## config.mk

```make
export PLATFORM = sky130hd
export DESIGN_NAME = adc_sample_writer
export DESIGN_NICKNAME = d
export VERILOG_FILES = /design/src/rtl/adc_sample_writer.sv
export SDC_FILE = /design/constraint.sdc
export NUM_CORES = 1
export LEC_CHECK = 0
export ABC_AREA = 1
export ABC_CLOCK_PERIOD_IN_PS = 1900
export CORE_AREA = 8 8 92 94
export CTS_BUF_LIST = sky130_fd_sc_hd__clkbuf_16
export DETAILED_ROUTE_END_ITERATION = 8
export DIE_AREA = 0 0 100 102
export GPL_ROUTABILITY_DRIVEN = 0
export GPL_TIMING_DRIVEN = 0
export PLACE_DENSITY = 0.74
export SETUP_SLACK_MARGIN = 0.1
export SYNTH_ARGS = -nofsm -noshare
export SYNTH_HDL_FRONTEND = slang
export SYNTH_SLANG_ARGS = --single-unit
```

## constraint.sdc

```tcl
create_clock -name wrclk -period 1.9 [get_ports wrclk]
set_clock_uncertainty 0.15 [all_clocks]
set_input_delay 0.57 -clock wrclk [delete_from_list [all_inputs] [get_ports wrclk]]
set_output_delay 0.57 -clock wrclk [all_outputs]
set_load 0.005 [all_outputs]
```

## src/rtl/adc_sample_writer.sv

```systemverilog
// Write-side controller for the ADC sampling FIFO: paces conversions, runs the CONVST/BUSY/CS#/RD# handshake, pushes samples.
// Optional ADC_WR_AFULL_THROTTLE_EN: skip a conversion tick while the FIFO reports almost-full.
module adc_sample_writer #(
    parameter int unsigned DIV        = 100,
    parameter int unsigned CONV_PULSE = 2,
    parameter int unsigned BUSY_TO    = 200
) (
    input  logic        wrclk,
    input  logic        reset,
    input  logic        en,
    input  logic        adc_busy,
    input  logic [15:0] adc_data,
    output logic        adc_convst,
    output logic        adc_cs_n,
    output logic        adc_rd_n,
    input  logic        fifo_full,
    input  logic        fifo_afull,
    output logic [15:0] wrdata,
    output logic        wren,
    output logic        ovf,
    output logic        tmo,
    output logic [7:0]  drop_cnt,
    input  logic        clr
);

    // state | meaning
    // IDLE  | waiting for a period tick
    // START | CONVST held low for CONV_PULSE cycles
    // WAIT  | waiting for synchronised BUSY to fall, bounded by BUSY_TO
    // READ  | CS#/RD# low for two cycles, data captured on the second
    // PUSH  | write to FIFO or account a drop
    localparam logic [4:0] S_IDLE  = 5'b00001;
    localparam logic [4:0] S_START = 5'b00010;
    localparam logic [4:0] S_WAIT  = 5'b00100;
    localparam logic [4:0] S_READ  = 5'b01000;
    localparam logic [4:0] S_PUSH  = 5'b10000;

    localparam logic [15:0] DIV_M1 = 16'(DIV - 1);
    localparam logic [7:0]  CP_M1  = 8'(CONV_PULSE - 1);
    localparam logic [7:0]  TO_M1  = 8'(BUSY_TO - 1);
    // Timer at or below this value means at least three cycles have been spent in WAIT.
    localparam logic [7:0]  TO_MIN = 8'(BUSY_TO - 3);

    logic [4:0]  state;
    logic [7:0]  tmr;
    logic [15:0] per_cnt;
    logic        busy_m;
    logic        busy_s;
    logic        tick;
    logic        skip;
    logic        timeout;
    logic        drop_evt;

    always_ff @(posedge wrclk or negedge reset) begin
        if (!reset) begin
            busy_m <= 1'b0;
            busy_s <= 1'b0;
        end else begin
            busy_m <= adc_busy;
            busy_s <= busy_m;
        end
    end

    always_ff @(posedge wrclk or negedge reset) begin
        if (!reset) begin
            per_cnt <= '0;
        end else if (!en) begin
            per_cnt <= '0;
        end else if (per_cnt == DIV_M1) begin
            per_cnt <= '0;
        end else begin
            per_cnt <= per_cnt + 16'd1;
        end
    end

    assign tick = en && (per_cnt == 16'd0);

`ifdef ADC_WR_AFULL_THROTTLE_EN
    assign skip = (state == S_IDLE) && tick && fifo_afull;
`else
    logic afull_unused;
    assign afull_unused = fifo_afull;
    assign skip = 1'b0;
`endif

    assign timeout  = (state == S_WAIT) && (tmr == 8'd0) && busy_s;
    assign drop_evt = ((state == S_PUSH) && fifo_full) || skip;

    always_ff @(posedge wrclk or negedge reset) begin
        if (!reset) begin
            state      <= S_IDLE;
            tmr        <= '0;
            adc_convst <= 1'b1;
            adc_cs_n   <= 1'b1;
            adc_rd_n   <= 1'b1;
            wrdata     <= '0;
            wren       <= 1'b0;
        end else begin
            wren <= 1'b0;
            case (state)
                S_IDLE: begin
                    if (tick && !skip) begin
                        state      <= S_START;
                        adc_convst <= 1'b0;
                        tmr        <= CP_M1;
                    end
                end
                S_START: begin
                    if (tmr == 8'd0) begin
                        state      <= S_WAIT;
                        adc_convst <= 1'b1;
                        tmr        <= TO_M1;
                    end else begin
                        tmr <= tmr - 8'd1;
                    end
                end
                S_WAIT: begin
                    if ((tmr <= TO_MIN) && !busy_s) begin
                        state    <= S_READ;
                        adc_cs_n <= 1'b0;
                        adc_rd_n <= 1'b0;
                        tmr      <= 8'd1;
                    end else if (tmr == 8'd0) begin
                        state <= S_IDLE;
                    end else begin
                        tmr <= tmr - 8'd1;
                    end
                end
                S_READ: begin
                    if (tmr == 8'd0) begin
                        state    <= S_PUSH;
                        wrdata   <= adc_data;
                        adc_cs_n <= 1'b1;
                        adc_rd_n <= 1'b1;
                    end else begin
                        tmr <= tmr - 8'd1;
                    end
                end
                S_PUSH: begin
                    wren  <= !fifo_full;
                    state <= S_IDLE;
                end
                default: begin
                    state      <= S_IDLE;
                    adc_convst <= 1'b1;
                    adc_cs_n   <= 1'b1;
                    adc_rd_n   <= 1'b1;
                end
            endcase
        end
    end

    always_ff @(posedge wrclk or negedge reset) begin
        if (!reset) begin
            tmo <= 1'b0;
        end else if (clr) begin
            tmo <= 1'b0;
        end else if (timeout) begin
            tmo <= 1'b1;
        end
    end

    // Clear takes priority over a drop landing in the same cycle.
    always_ff @(posedge wrclk or negedge reset) begin
        if (!reset) begin
            ovf      <= 1'b0;
            drop_cnt <= '0;
        end else if (clr) begin
            ovf      <= 1'b0;
            drop_cnt <= '0;
        end else if (drop_evt) begin
            ovf <= 1'b1;
            if (drop_cnt != 8'hFF) begin
                drop_cnt <= drop_cnt + 8'd1;
            end
        end
    end

endmodule

```

==> results of run 1 <==
-- cells by family (layout without fill, tap and decap cells) --
kind of cell / count (synthesis) / after routing / synth area share [%]
AO/OA/AOI/OAI: 23 / 23 / 4.06
XOR/XNOR: 17 / 17 / 4.60
adder cells (fa/ha/maj): 7 / 7 / 2.71
buffers and inverters: 55 / 136 / 6.84
flip-flops: 60 / 60 / 46.5
AND/OR/NAND/NOR: 256 / 256 / 35.3
-- power groups by stage --
stage / logic (W) / registers [W] / clock network [W]
floorplan: 0.0000275 / 0.00131 / 0
global placement: 0.000104 / 0.00131 / 0
detailed placement: 0.000110 / 0.00131 / 0
CTS: 0.000111 / 0.00129 / 0.00175
global route: 0.000126 / 0.00129 / 0.00181
finish: 0.000111 / 0.00129 / 0.00172
-- timing repair --
action	4_1_cts	5_1_grt
cloned	0	0
resized for setup	42	13
pin swaps	0	3
setup endpoints to repair	50	27
setup buffers	8	5
-- per-layer routing --
layer  vias to the layer above  share of wire, %  GRT usage [%]
li1                       1470                 -              -
met1                      1375                44           17.6
met2                        65                50           26.0
met3                        12               4.5           4.02
met4                         0               1.7           8.26
met5                         -                 0              0
-- registers in the layout, indices dropped and copies added, names as in the netlist --
name and flops:
per_cnt 16, adc_rd_n 1, ovf 1, tmo 1
drop_cnt 8, state 5, busy_s 1, wren 1
adc_convst 1, wrdata 16, tmr 8, busy_m 1
-- synthesized netlist by cell type, types with 2 or more instances --
cell	number	area [um^2]
inv_1	45	169
nand4_1	10	62.6
nand2_2	6	37.5
nor3_1	11	55.1
nand3_2	3	30.0
nand2_1	128	480
xor2_1	16	140
nor2_4	3	33.8
inv_2	6	22.5
ha_1	7	87.6
o21ai_1	9	45.0
buf_4	2	15.0
nor2_1	55	206
nor2_2	5	31.3
o21ai_0	5	25.0
nand3_1	31	155
dfrtp_1	57	1430
a21oi_1	6	30.0
dfstp_2	3	78.8
-- final cells by class --
type                            instances  area (um^2)
Fill cell                             627         2740
Multi-Input combinational cell        303         1570
Sequential cell                        60         1510
Timing Repair Buffer                   65          581
Clock buffer                            9          225
Inverter                               51          191
Tap cell                               99          124
Clock inverter                          7         92.6
Buffer                                  4         33.8
-- through the flow --
stage	power (W)	setup TNS (ps)	worst slack, ps	util (%)
4_1_cts	0.00315	0	105	60.1
2_1_floorplan	0.00134	0	175	-
5_1_grt	0.00323	0	44.9	61.3
3_3_place_gp	0.00142	-109440	-1830	54.8
3_5_place_dp	0.00142	-2200	-269	55.1
6_report	0.00313	0	144	61.3
-- final timing paths --
path | start | to | slack, ps
min in group wrclk | busy_m$_DFF_PN0_ | busy_s$_DFF_PN0_ | 200
setup reg to reg | per_cnt[0]$_DFF_PN0_ | per_cnt[14]$_DFF_PN0_ | 190
hold / removal | reset | drop_cnt[5]$_DFFE_PN0P_ | 90
setup / recovery | adc_rd_n$_DFFE_PN1P_ | adc_rd_n | 140
max in group asynchronous | reset | adc_rd_n$_DFFE_PN1P_ | 850
hold reg to reg | busy_m$_DFF_PN0_ | busy_s$_DFF_PN0_ | 200
==> reports/results.env, run 1 <==
CRITICAL_PATH.N_BUFFERS_INVERTERS=2
NNETSFINAL=524
SLEW-LIMIT-HEADROOM_PCT=61.0
GRT_ANTENNA_BEFORE_REPAIR=0
GRT_PASS1_WL_MM=12.5
SYN-MEAN-INSTANCE-AREA_UM2=7.74
SYN_INST=418
INTERNAL_POWER_W=0.00248
CRITICAL_PATH.MAX_FANOUT=3
DRT-VIAS-PER-INSTANCE=4.89
INSTANCE_COUNT_AFTER_PLACEMENT_WITH_TAP_CELLS_INCLUDED=569
DRT_PRE_ANTENNA_ITERS=5
LAYOUT-DRIVE-GT1-SHARE_PCT=15.6
ANTENNADIODECOUNT=0
TIMING.FINAL.MAX_SLEW_VIOLATIONS=0
MAX-VDD-IR-DROP_V=0.000567
SWSHARE_PCT=20.6
WL_PER_CELL_UM=12.9
FLOORPLAN.DIE.HEIGHT_UM=102
CLOCK_POWER_SHARE_PCT=55.1
FINAL_SETUP_VIOLATION_COUNT=0
POST_SYN_NETS=448
CRITPATHMAXSTAGEDELAY_PS=550
SYNTHDISTINCTLIBCELLS=29
CTS_HTREE_LEVELS=3
TRITONCTS='yes'
MAPPEDNETLISTAREA_UM2=3240
YOSYS_REGISTER_BITS=60
CLOCK_TREE.BUFFER_DEPTH=2
PATH_CLK_SLEW_PS=60
GRT_SETUP_UNREPAIRED='yes'
POSTROUTEWIRELENGTH_MM=7.73
CRIT_PATH_CELLS='buf_6, buf_6'
MAX_CAP_VIOLATIONS=0
MIN_PERIOD_PS=1760
GRT_OVERFLOW=0
CRITPATHARRIVALTIME_PS=1040
RR_WORST_DEPTH=6
FLOORPLAN.IO_PINS=53
DETAILED_PLACE_HPWL_MM=5.49
RUN_STATUS='completed'
POWER.SHARE.SEQUENTIAL_PCT=41.3
DETAILED_PLACE.AREA_UM2=3890
FINAL-HOLD-VIOLATION-COUNT=0
FILLER_FREE_CELL_COUNT_OF_THE_FINISHED_DESIGN=598
CTS-HOLD-FIX-BUFFERS=0
CORE_REGION_AREA_UM2=7060
FLOORPLAN.DIE.WIDTH_UM=100
TIMING.FMAX_MHz=569
FIRST_ITER_VIOLATIONS=146
WORST-PATH-STAGES=2
POWER_PER_UNIT_OF_STANDARD_CELL_AREA_nW_PER_UM2=723
MAX_SLEW.WORST_PIN.SLEW_PS=584
CTS.ROOT.BUFFER_CELL='clkbuf_16'
LAYOUT_COMMONEST_CELL='nand2_1'
GRT_USAGE_PCT=15.4
P_COMB_SHARE_PCT=3.6
CRITICAL-PATH-TOP-CELL-BY-COUNT='buf_6'
NUM_VIAS=2922
GRT_MAX_DEGREE=37
NUMPORTBUFFERS=51
CLOCK-SINKS=60
CP.REQUIRED_PS=1180
YOSYS_MOST_USED_DFF='dfrtp_1'
FLOW.AREA_GROWTH_FROM_SYNTHESIS_PCT=33.6
SYNTH.YOSYS.SEQ_AREA_SHARE_PCT=46.5
POWER.LEAKAGE_nW=2.11
ANTENNA_LEFT=0
FLOORPLAN.INITIALDENSITY_PCT=45.9
WORSTSETUPENDPOINTTYPE='primary output'
TIMING.CRITICAL_PATH.SLOWEST_STAGE_CELL='dfstp_2'
VIA_COUNT_OF_THE_FIRST_GLOBAL_ROUTING_PASS=2797
STARTPOINT_TYPE='register'
PERIOD_SHARE_PCT=92.4
CLK-INSERTION-DELAY-LATE_PS=330
YS_ASYNC_SR_FRACTION_PCT=100
MOSTFREQUENTLAYOUTCELLS='125 x nand2_1, 56 x dfrtp_1, 54 x nor2_1'
SYNTH_WARNINGS=0
TRITONCTS_BUFFERS=9
CRIT_FAMILY='flip-flops'
HOLD_SLACK_PS=94.8
PATH_CLASS='reg2out'
FP.DIEAREA_UM2=10200
NET-SWITCHING-POWER_W=0.000646
STD_CELL_ROWS=31
SYNTH_EDF_COUNT=0
POST_ROUTE_STANDARD_CELL_AREA_EXCLUDING_FILLERS_UM2=4320
POST-ROUTE-DRC-COUNT=0
TIMING.HOLD.WORST.CLASS='in2async'
(Power assumes the default switching activity.)
==> run 2: changes to the inputs <==
- CAP_MARGIN: not set -> 20
==> results of run 2 <==
No change in the layout: final DEF, timing and power equal those of run 1.
